--- config.mk ---
export PLATFORM = sky130hd
export DESIGN_NAME = sensor_alarm_hub
export DESIGN_NICKNAME = d
export VERILOG_FILES = /design/src/rtl/sensor_alarm_hub.sv
export SDC_FILE = /design/constraint.sdc
export NUM_CORES = 1
export LEC_CHECK = 0
export BUFFER_PORTS_ARGS = -buffer_cell sky130_fd_sc_hd__buf_4
export CAP_MARGIN = 20
export CORE_MARGIN = 10
export CORE_UTILIZATION = 58
export CTS_BUF_LIST = sky130_fd_sc_hd__clkbuf_4 sky130_fd_sc_hd__clkbuf_8
export DETAILED_ROUTE_END_ITERATION = 8
export GPL_ROUTABILITY_DRIVEN = 0
export HOLD_SLACK_MARGIN = 0.03
export PLACE_DENSITY = 0.89
export SLEW_MARGIN = 20
export SYNTH_ARGS = -nofsm -noshare
export SYNTH_HDL_FRONTEND = slang
export SYNTH_SLANG_ARGS = --single-unit
export TNS_END_PERCENT = 10
--- constraint.sdc ---
create_clock -name clk -period 1.8 [get_ports clk]
set_input_delay 0.09 -clock clk [delete_from_list [all_inputs] [get_ports clk]]
set_output_delay 0.09 -clock clk [all_outputs]
set_load 0.05 [all_outputs]
--- src/rtl/sensor_alarm_hub.sv ---
// N-channel on/off sensor monitor: synchronise, polarity-normalise and debounce each pin,
// drive level or latched alarms, count alarm events and report them over a round-robin event port.
module sensor_alarm_hub #(
  parameter int                CH_NUM       = 4,
  parameter int                DEB_CYCLES   = 500000,
  parameter int                CNT_W        = 8,
  parameter logic [CH_NUM-1:0] ACT_LOW_MASK = {CH_NUM{1'b1}},
  parameter logic [CH_NUM-1:0] LATCH_MASK   = {CH_NUM{1'b0}},
  localparam int               CH_W         = (CH_NUM > 1) ? $clog2(CH_NUM) : 1
) (
  input  logic              clk,
  input  logic              rst_n,
  input  logic [CH_NUM-1:0] sensor_in,
  input  logic [CH_NUM-1:0] clr,
  output logic [CH_NUM-1:0] alarm,
  output logic              alarm_any,
  output logic              evt_valid,
  input  logic              evt_ready,
  output logic [CH_W-1:0]   evt_ch,
  input  logic [CH_W-1:0]   cnt_sel,
  output logic [CNT_W-1:0]  cnt_out
);

  localparam int                DCNT_W   = (DEB_CYCLES > 1) ? $clog2(DEB_CYCLES) : 1;
  localparam logic [DCNT_W-1:0] DEB_LAST = DCNT_W'(DEB_CYCLES - 1);
  localparam logic [CNT_W-1:0]  CNT_MAX  = {CNT_W{1'b1}};

  logic [CH_NUM-1:0] sync1_q, sync1_d;
  logic [CH_NUM-1:0] sync2_q, sync2_d;
  logic [CH_NUM-1:0] act;
  logic [CH_NUM-1:0] deb_q, deb_d;
  logic [CH_NUM-1:0] deb_dly_q, deb_dly_d;
  logic [DCNT_W-1:0] dcnt_q [CH_NUM];
  logic [DCNT_W-1:0] dcnt_d [CH_NUM];
  logic [CH_NUM-1:0] rise;
  logic [CH_NUM-1:0] alarm_q, alarm_d;
  logic [CNT_W-1:0]  cnt_q [CH_NUM];
  logic [CNT_W-1:0]  cnt_d [CH_NUM];
  logic [CNT_W-1:0]  cnt_out_q, cnt_out_d;
  logic [CH_NUM-1:0] pending_q, pending_d;
  logic              evt_valid_q, evt_valid_d;
  logic [CH_W-1:0]   evt_ch_q, evt_ch_d;
  logic [CH_W-1:0]   ptr_q, ptr_d;
  logic [CH_W-1:0]   grant;
  logic [CH_W-1:0]   idx;
  logic              grant_vld;
  logic              load;

  assign sync1_d   = sensor_in;
  assign sync2_d   = sync1_q;
  assign act       = sync2_q ^ ACT_LOW_MASK;
  assign deb_dly_d = deb_q;
  assign rise      = deb_q & ~deb_dly_q;

  // A new level is accepted only after DEB_CYCLES consecutive samples disagree with the held one.
  always_comb begin
    for (int i = 0; i < CH_NUM; i++) begin
      deb_d[i]  = deb_q[i];
      dcnt_d[i] = '0;
      if (act[i] != deb_q[i]) begin
        if (dcnt_q[i] == DEB_LAST) begin
          deb_d[i] = ~deb_q[i];
        end else begin
          dcnt_d[i] = dcnt_q[i] + DCNT_W'(1);
        end
      end
    end
  end

  always_comb begin
    for (int i = 0; i < CH_NUM; i++) begin
      if (LATCH_MASK[i]) begin
        alarm_d[i] = alarm_q[i];
        if (rise[i]) begin
          alarm_d[i] = 1'b1;
        end else if (clr[i] && !deb_q[i]) begin
          alarm_d[i] = 1'b0;
        end
      end else begin
        alarm_d[i] = deb_q[i];
      end
    end
  end

  always_comb begin
    for (int i = 0; i < CH_NUM; i++) begin
      cnt_d[i] = cnt_q[i];
      if (clr[i]) begin
        cnt_d[i] = rise[i] ? CNT_W'(1) : '0;
      end else if (rise[i] && (cnt_q[i] != CNT_MAX)) begin
        cnt_d[i] = cnt_q[i] + CNT_W'(1);
      end
    end
  end

  always_comb begin
    cnt_out_d = '0;
    for (int i = 0; i < CH_NUM; i++) begin
      if (cnt_sel == CH_W'(i)) begin
        cnt_out_d = cnt_q[i];
      end
    end
  end

  // Round-robin: first pending channel strictly after the last granted one, wrapping.
  always_comb begin
    grant     = '0;
    grant_vld = 1'b0;
    idx       = '0;
    for (int k = 1; k <= CH_NUM; k++) begin
      idx = CH_W'((int'(ptr_q) + k) % CH_NUM);
      if (!grant_vld && pending_q[idx]) begin
        grant_vld = 1'b1;
        grant     = idx;
      end
    end
  end

  // Event port handshake: a record transfers on a clock edge where evt_valid && evt_ready;
  // while evt_valid is high and evt_ready low, evt_valid and evt_ch hold unchanged.
  always_comb begin
    load        = (!evt_valid_q || evt_ready) && grant_vld;
    pending_d   = pending_q;
    evt_valid_d = evt_valid_q;
    evt_ch_d    = evt_ch_q;
    ptr_d       = ptr_q;
    if (load) begin
      evt_valid_d      = 1'b1;
      evt_ch_d         = grant;
      ptr_d            = grant;
      pending_d[grant] = 1'b0;
    end else if (evt_ready) begin
      evt_valid_d = 1'b0;
    end
    pending_d = pending_d | rise;
  end

  always_ff @(posedge clk or negedge rst_n) begin
    if (!rst_n) begin
      sync1_q     <= ACT_LOW_MASK;
      sync2_q     <= ACT_LOW_MASK;
      deb_q       <= '0;
      deb_dly_q   <= '0;
      alarm_q     <= '0;
      cnt_out_q   <= '0;
      pending_q   <= '0;
      evt_valid_q <= 1'b0;
      evt_ch_q    <= '0;
      ptr_q       <= CH_W'(CH_NUM - 1);
      for (int i = 0; i < CH_NUM; i++) begin
        dcnt_q[i] <= '0;
        cnt_q[i]  <= '0;
      end
    end else begin
      sync1_q     <= sync1_d;
      sync2_q     <= sync2_d;
      deb_q       <= deb_d;
      deb_dly_q   <= deb_dly_d;
      alarm_q     <= alarm_d;
      cnt_out_q   <= cnt_out_d;
      pending_q   <= pending_d;
      evt_valid_q <= evt_valid_d;
      evt_ch_q    <= evt_ch_d;
      ptr_q       <= ptr_d;
      dcnt_q      <= dcnt_d;
      cnt_q       <= cnt_d;
    end
  end

  assign alarm     = alarm_q;
  assign alarm_any = |alarm_q;
  assign evt_valid = evt_valid_q;
  assign evt_ch    = evt_ch_q;
  assign cnt_out   = cnt_out_q;

endmodule
==> run metrics, run 1 <==
Max Cap Viol=0; Initial Util=0.603; cells on worst reg2reg path=5; clock sinks=141; Core Box Area=11000 sq um; peak fanout along the critical path=5; H-tree Lvls=4; P per Cell Area=between 800 and 900 nW/um^2; Post-synth EDFFs=0; Leakage=3.48 nW; worst hold path type=in2reg; Post-synth top flop=dfrtp_1; starting DRC count in detailed routing=765; clock share of power=0.434; global-route wire length before repair=roughly 24000 microns; cts bufs inserted=17; final hold vios=0; sequential power share=0.486; multi-input combinational cell area=3040 sq um; Internal=around 5.3 mW; clock skew=approximately 0.014 ns; n_diodes=0; setup_tns=-0.0214 ns; reg2reg setup slack=-0.02 ns; Seq/Total Area, Yosys=0.535; critical path class=reg2reg; post-synthesis cell area=6620 sq um; vias in the first global route=4949; share of cells above drive strength 1=0.173; Worst-Margin Slew=0.559 ns; final net count=714; Root Buffer=clkbuf_8; fin crit share=1.01; violated checks=setup timing; FFs w/ async S/R, synth=1.00; Antenna Nets Post-Route=0; total grt overflow=0; CTS tree=yes; Synth cell types=around 50; Worst setup SP type=register; worst path required time=between 2 and 2.5 ns; VDD IR max=1.34 mV; Die Width=127 microns; DR vias=5111; Logic pwr share=0.080; initial antenna violation count=0; Core Rows=38; Clk Latency, worst-skew pair=0.46 ns; DRT Wirelength=roughly 15000 microns; min cycle time layout=about 1.8 ns; crit end category=register; vias per inst=a little over 6; critical path arrival=2.17 ns; HPWL reported at the end of detailed placement=9290 microns; Ys Warns=0; die height=127 microns; largest net degree at the start of global routing=50; FF+latch area=3540 sq um; io pins=29; reg2reg end=pending_q[2]; Max Freq=between 500 and 600 MHz; RSZ-0062 raised after global routing=yes; Overall Global Routing Usage=0.177; status=complete, but fails checks; Area Overhead vs Synth=17.9%; Mapped Avg Cell Area=10.5 sq um; Worst Slack Setup Final=-0.0214 ns; full die area=16100 sq um; Core Util, Final=0.711; FF-to-FF Start=ptr_q[0]; Gate Count Post-Synth=629; Worst Setup SP=ptr_q[0]; switching share of power=0.244; WL per Instance=about 18 microns; Reg clk slew, reported paths=0.08 ns; Port Buf Inserts=28; Yosys reg bits=141; # DRC=0; Sw Pwr=1.70 mW; crit path to=pending_q[2]; DRT Pass-1 Iters=7; Filler cells=658; syn_nets=650; Slew HR=0.624; final setup fails=1; Clock Tree Buf Depth=2; Slew Viols, Final=0
metal layers:
layer / vias up / share of wire / global-route usage / routed length, microns
li1: 2289 / - / - / -
met4: 0 / 0.044 / 0.0717 / 660
met3: 67 / 0.069 / 0.0600 / 1030
met1: 2505 / 0.40 / 0.213 / 5960
met5: - / 0 / 0 / 0
met2: 250 / 0.49 / 0.286 / 7200
power by group through the flow:
stage	registers, mW	logic, mW	clock network [mW]
5_1_grt	3.39	0.604	3.19
2_1_floorplan	3.51	0.230	0
4_1_cts	3.37	0.556	3.05
3_5_place_dp	3.44	0.530	0
3_3_place_gp	3.42	0.515	0
6_report	3.38	0.558	3.03
stage by stage:
stage	hold WS [ns]	setup WS [ns]	cells	area (sq um)	total power, mW
floorplan	-0.206	0.0388	629	6620	3.74
global placement	0.0547	0.0961	796	7080	3.94
detailed placement	0.0614	0.0163	796	7080	3.97
CTS	0.0811	0.0176	839	7680	6.98
global route	0.105	-0.0435	846	7800	7.19
finish	0.0965	-0.0214	846	7800	6.97
how the worst min path moves through the flow:
stage,endpoint,start,cells after the start,slack (ns)
3_5_place_dp,dcnt_q[73],rst_n,1,0.06
3_3_place_gp,dcnt_q[75],rst_n,1,0.05
2_1_floorplan,alarm[0],rst_n,0,-0.21
4_1_cts,cnt_out[7],cnt_sel[0],2,0.08
6_report,cnt_out[7],cnt_sel[0],2,0.1
5_1_grt,cnt_out[7],cnt_sel[0],2,0.10
critical path: stages (launching register included):
cell and delay (ns):
dfstp_2 0.58, nand2b_1 0.11, a21oi_1 0.09, or4b_4 0.57, o21ai_0 0.26, nand2_1 0.10
sequential cells by signal, summed over array words and instances, names as in the netlist:
register	cells
alarm	4
dcnt_q	76
cnt_q	32
evt_valid	1
sync2_q	4
alarm_d	4
sync1_q	4
ptr_q	2
cnt_out	8
pending_q	4
evt_ch	2
layout make-up:
cell class / count / share of cell area
Sequential cell: 141 / 0.454
Multi-Input combinational cell: 462 / 0.389
Timing Repair Buffer: 59 / 0.0672
Clock inverter: 15 / 0.0313
Clock buffer: 17 / 0.0300
Tap cell: 140 / 0.0224
Inverter: 12 / 0.00577
repair_timing:
| item | CTS | global route |
|---|---|---|
| setup endpoints to repair | 1 | 80 |
| hold buffers | 11 | 0 |
| buffers inserted | 0 | 6 |
| hold endpoints to repair | 133 | 0 |
| gates resized for setup | 1 | 13 |
| gates cloned | 0 | 1 |
| pin swaps | 1 | 6 |
synthesized netlist by cell type, drive strengths merged, types with 8 or more instances:
library cell / count / area [sq um]
and3: 18 / 113
and4: 8 / 70.1
buf: 13 / 72.6
dfrtp: 131 / 3280
dfstp: 10 / 263
ha: 8 / 100
inv: 12 / 45.0
mux2i: 8 / 80.1
mux4: 8 / 180
nand2: 51 / 191
nand2b: 10 / 62.6
nand3: 38 / 190
nand4: 27 / 169
nor2: 124 / 468
nor3: 10 / 60.1
nor4: 8 / 62.6
o21ai: 9 / 45.0
xnor2: 23 / 201
xor2: 69 / 604
cell usage in the layout (no fill, tap or decap), types with 9 or more instances in the layout:
cell type / n
xor2_1: 69
and3_1: 18
dfrtp_1: 130
nand2_1: 51
buf_4: 43
dlygate4sd3_1: 11
xnor2_1: 23
clkbuf_8: 17
inv_1: 12
dfstp_2: 10
nor2_1: 122
o21ai_0: 9
nand3_1: 38
nand2b_1: 10
nand4_1: 27
kinds of logic after synthesis:
logic type	count (synthesis)	synth area share
adders and majority gates	8	0.0151
DFF	141	0.535
buffers and inverters	27	0.0191
muxes	16	0.0393
and+or+nand+nor	314	0.233
AOI/OAI and AO/OA	31	0.0363
xor gates and xnor gates	92	0.122
(Power assumes the default switching activity.)
==> run 2, diff against run 1 <==
--- a/config.mk
+++ b/config.mk
@@ -6,7 +6,7 @@
 export NUM_CORES = 1
 export LEC_CHECK = 0
 export BUFFER_PORTS_ARGS = -buffer_cell sky130_fd_sc_hd__buf_4
-export CAP_MARGIN = 20
+export CAP_MARGIN = 40
 export CORE_MARGIN = 10
 export CORE_UTILIZATION = 58
 export CTS_BUF_LIST = sky130_fd_sc_hd__clkbuf_4 sky130_fd_sc_hd__clkbuf_8
@@ -14,6 +14,7 @@
 export GPL_ROUTABILITY_DRIVEN = 0
 export HOLD_SLACK_MARGIN = 0.03
 export PLACE_DENSITY = 0.89
+export RECOVER_POWER = 100
 export SLEW_MARGIN = 20
 export SYNTH_ARGS = -nofsm -noshare
 export SYNTH_HDL_FRONTEND = slang
==> run 2 against run 1 <==
  * The flow still finishes with violations (setup timing)
  * Global-route usage did not move
  * Sequential share of layout area rose by 0.49 points
  * Via count fell by 0.31%
  * Clock skew fell by 0.0027 ns
  * Sequential cell count did not move
  * Combinational power fell by 5.9%
  * Critical path depth did not move
  * Clock power barely moved
  * Die area did not move
  * Sequential power barely moved
==> run metrics, run 2 (synthesized netlist as in run 1, its figures left out) <==
status=complete, but fails checks; violated checks=setup timing; critical path arrival=2.18 ns (about the same); DRT Wirelength=14800 microns (-0.33%); total grt overflow=0 (unchanged); CTS tree=yes; peak fanout along the critical path=5 (unchanged); Largest register FFs=76 (unchanged); # DRC=0 (unchanged); switching share of power=0.244 (+0.000811); VDD IR max=1.25 mV (-7.2%); Max Freq=546 MHz (-0.49%); vias in the first global route=4949 (unchanged); largest net degree at the start of global routing=50 (unchanged); critical path class=reg2reg; clock sinks=141 (unchanged); Sw Pwr=1.69 mW (-0.17%); RSZ-0062 raised after global routing=yes; Worst-Margin Slew=1.21 ns (+0.648 ns); Clk Latency, worst-skew pair=0.46 ns (about the same); Overall Global Routing Usage=0.177 (unchanged); final instance area=7720 sq um (-1.1%); Placed Area=7080 sq um (unchanged); final setup fails=2 (+1); Max Cap Viol=0 (unchanged); Slew HR=0.196 (-0.429); share of cells above drive strength 1=0.147 (-0.0255); fin crit share=1.02 (+0.00501); Slew Viols, Final=0 (unchanged); Core Box Area=11000 sq um (unchanged); commonest non-fill, non-tap cell in the layout=dfrtp_1; clock share of power=0.437 (+0.003); P per Cell Area=898 nW/um^2 (+0.57%); Root Buffer=clkbuf_8; Logic pwr share=0.076 (-0.004); final net count=714 (unchanged); Internal=5.24 mW (-0.60%); DR vias=5095 (-0.31%); Core Util, Final=0.703 (-0.00752); WL per Instance=17.5 microns (-0.33%); Core Rows=38 (unchanged); clock skew=0.0109 ns (-0.00274 ns); min cycle time layout=1.83 ns (+0.00902 ns); Worst setup SP type=register; Most flops, register=dcnt_q; vias per inst=6.02 (-0.31%); starting DRC count in detailed routing=739 (-3.4%); Clock Tree Buf Depth=2 (unchanged); most frequent cells in the layout=130 x dfrtp_1, 122 x nor2_1, 69 x xor2_1, 51 x nand2_1, 38 x nand3_1; initial antenna violation count=0 (unchanged); die height=127 microns (unchanged); final hold vios=0 (unchanged); sequential power share=0.488 (+0.002); Worst Slack Setup Final=-0.0304 ns (-0.00903 ns); Port Buf Inserts=28 (unchanged); n_diodes=0 (unchanged); Antenna Nets Post-Route=0 (unchanged); worst path required time=2.15 ns (about the same); Reg clk slew, reported paths=0.08 ns (about the same); Leakage=3.40 nW (-2.4%); cts bufs inserted=17 (unchanged); HPWL reported at the end of detailed placement=9290 microns (unchanged); Die Width=127 microns (unchanged); worst hold path type=in2reg; DRT Pass-1 Iters=7 (unchanged); Initial Util=0.603 (unchanged); crit end category=register; io pins=29 (unchanged); Area Overhead vs Synth=16.7%; global-route wire length before repair=23500 microns (unchanged); H-tree Lvls=4 (unchanged); full die area=16100 sq um (unchanged); Hold Worst Slack=0.0965 ns (+0.0000393 ns)
-- run 2: routing by layer --
layer	global-route usage	share of wire	vias up
li1	-	-	2289
met1	0.213	0.40	2511
met2	0.286	0.49	239
met3	0.0600	0.071	56
met4	0.0717	0.039	0
met5	0	0	-
-- run 2: path summary, 6_finish.rpt --
path,startpoint,endpoint,slack [ns],depth (start not counted)
min,cnt_sel[0],cnt_out[7],0.1,2
min in group asynchronous,rst_n,dcnt_q[73],0.41,2
max reg2reg,ptr_q[0],pending_q[2],-0.03,5
min reg2reg,sync1_q[3],sync2_q[3],0.35,0
max in group asynchronous,rst_n,sync1_q[0],0.27,3
max,ptr_q[0],pending_q[2],-0.03,5
-- run 2: metrics by stage --
step	setup slack (ns)	setup TNS [ns]	power, mW	std cells
floorplan	0.0388	0	3.74	629
global placement	0.0961	0	3.94	796
detailed placement	0.0163	0	3.97	796
CTS	0.0176	0	6.98	839
global route	-0.0435	-0.197	7.16	846
finish	-0.0304	-0.0325	6.93	846
-- run 2: layout make-up --
type | instances | area (sq um)
clock buffer | 17 | 234
clock inverter | 15 | 244
fill | 692 | 3260
inverter | 12 | 45.0
multi-input combinational | 462 | 3040
sequential | 141 | 3540
tap | 140 | 175
timing repair buffer | 59 | 442
-- run 2: critical path: stages, from the launching register on --
cell,delay (ns)
dfstp_2,0.58
nand2b_1,0.11
a21oi_1,0.09
or4b_4,0.57
o21ai_0,0.26
nand2_1,0.10
-- run 2: power by group through the flow --
stage                     Combinational, mW  Sequential (mW)  Clock (mW)
final                                 0.525             3.38        3.03
after global routing                  0.572             3.39        3.19
after CTS                             0.556             3.37        3.05
after detailed placement              0.530             3.44           0
after global placement                0.515             3.42           0
after floorplan                       0.230             3.51           0
-- run 2: timing repair --
item                       CTS  global route
pin swaps                    1             6
setup endpoints to repair    1            80
cloned                       0             1
hold endpoints to repair   133             0
setup buffers                0             6
hold buffers                11             0
resized for setup            1            13
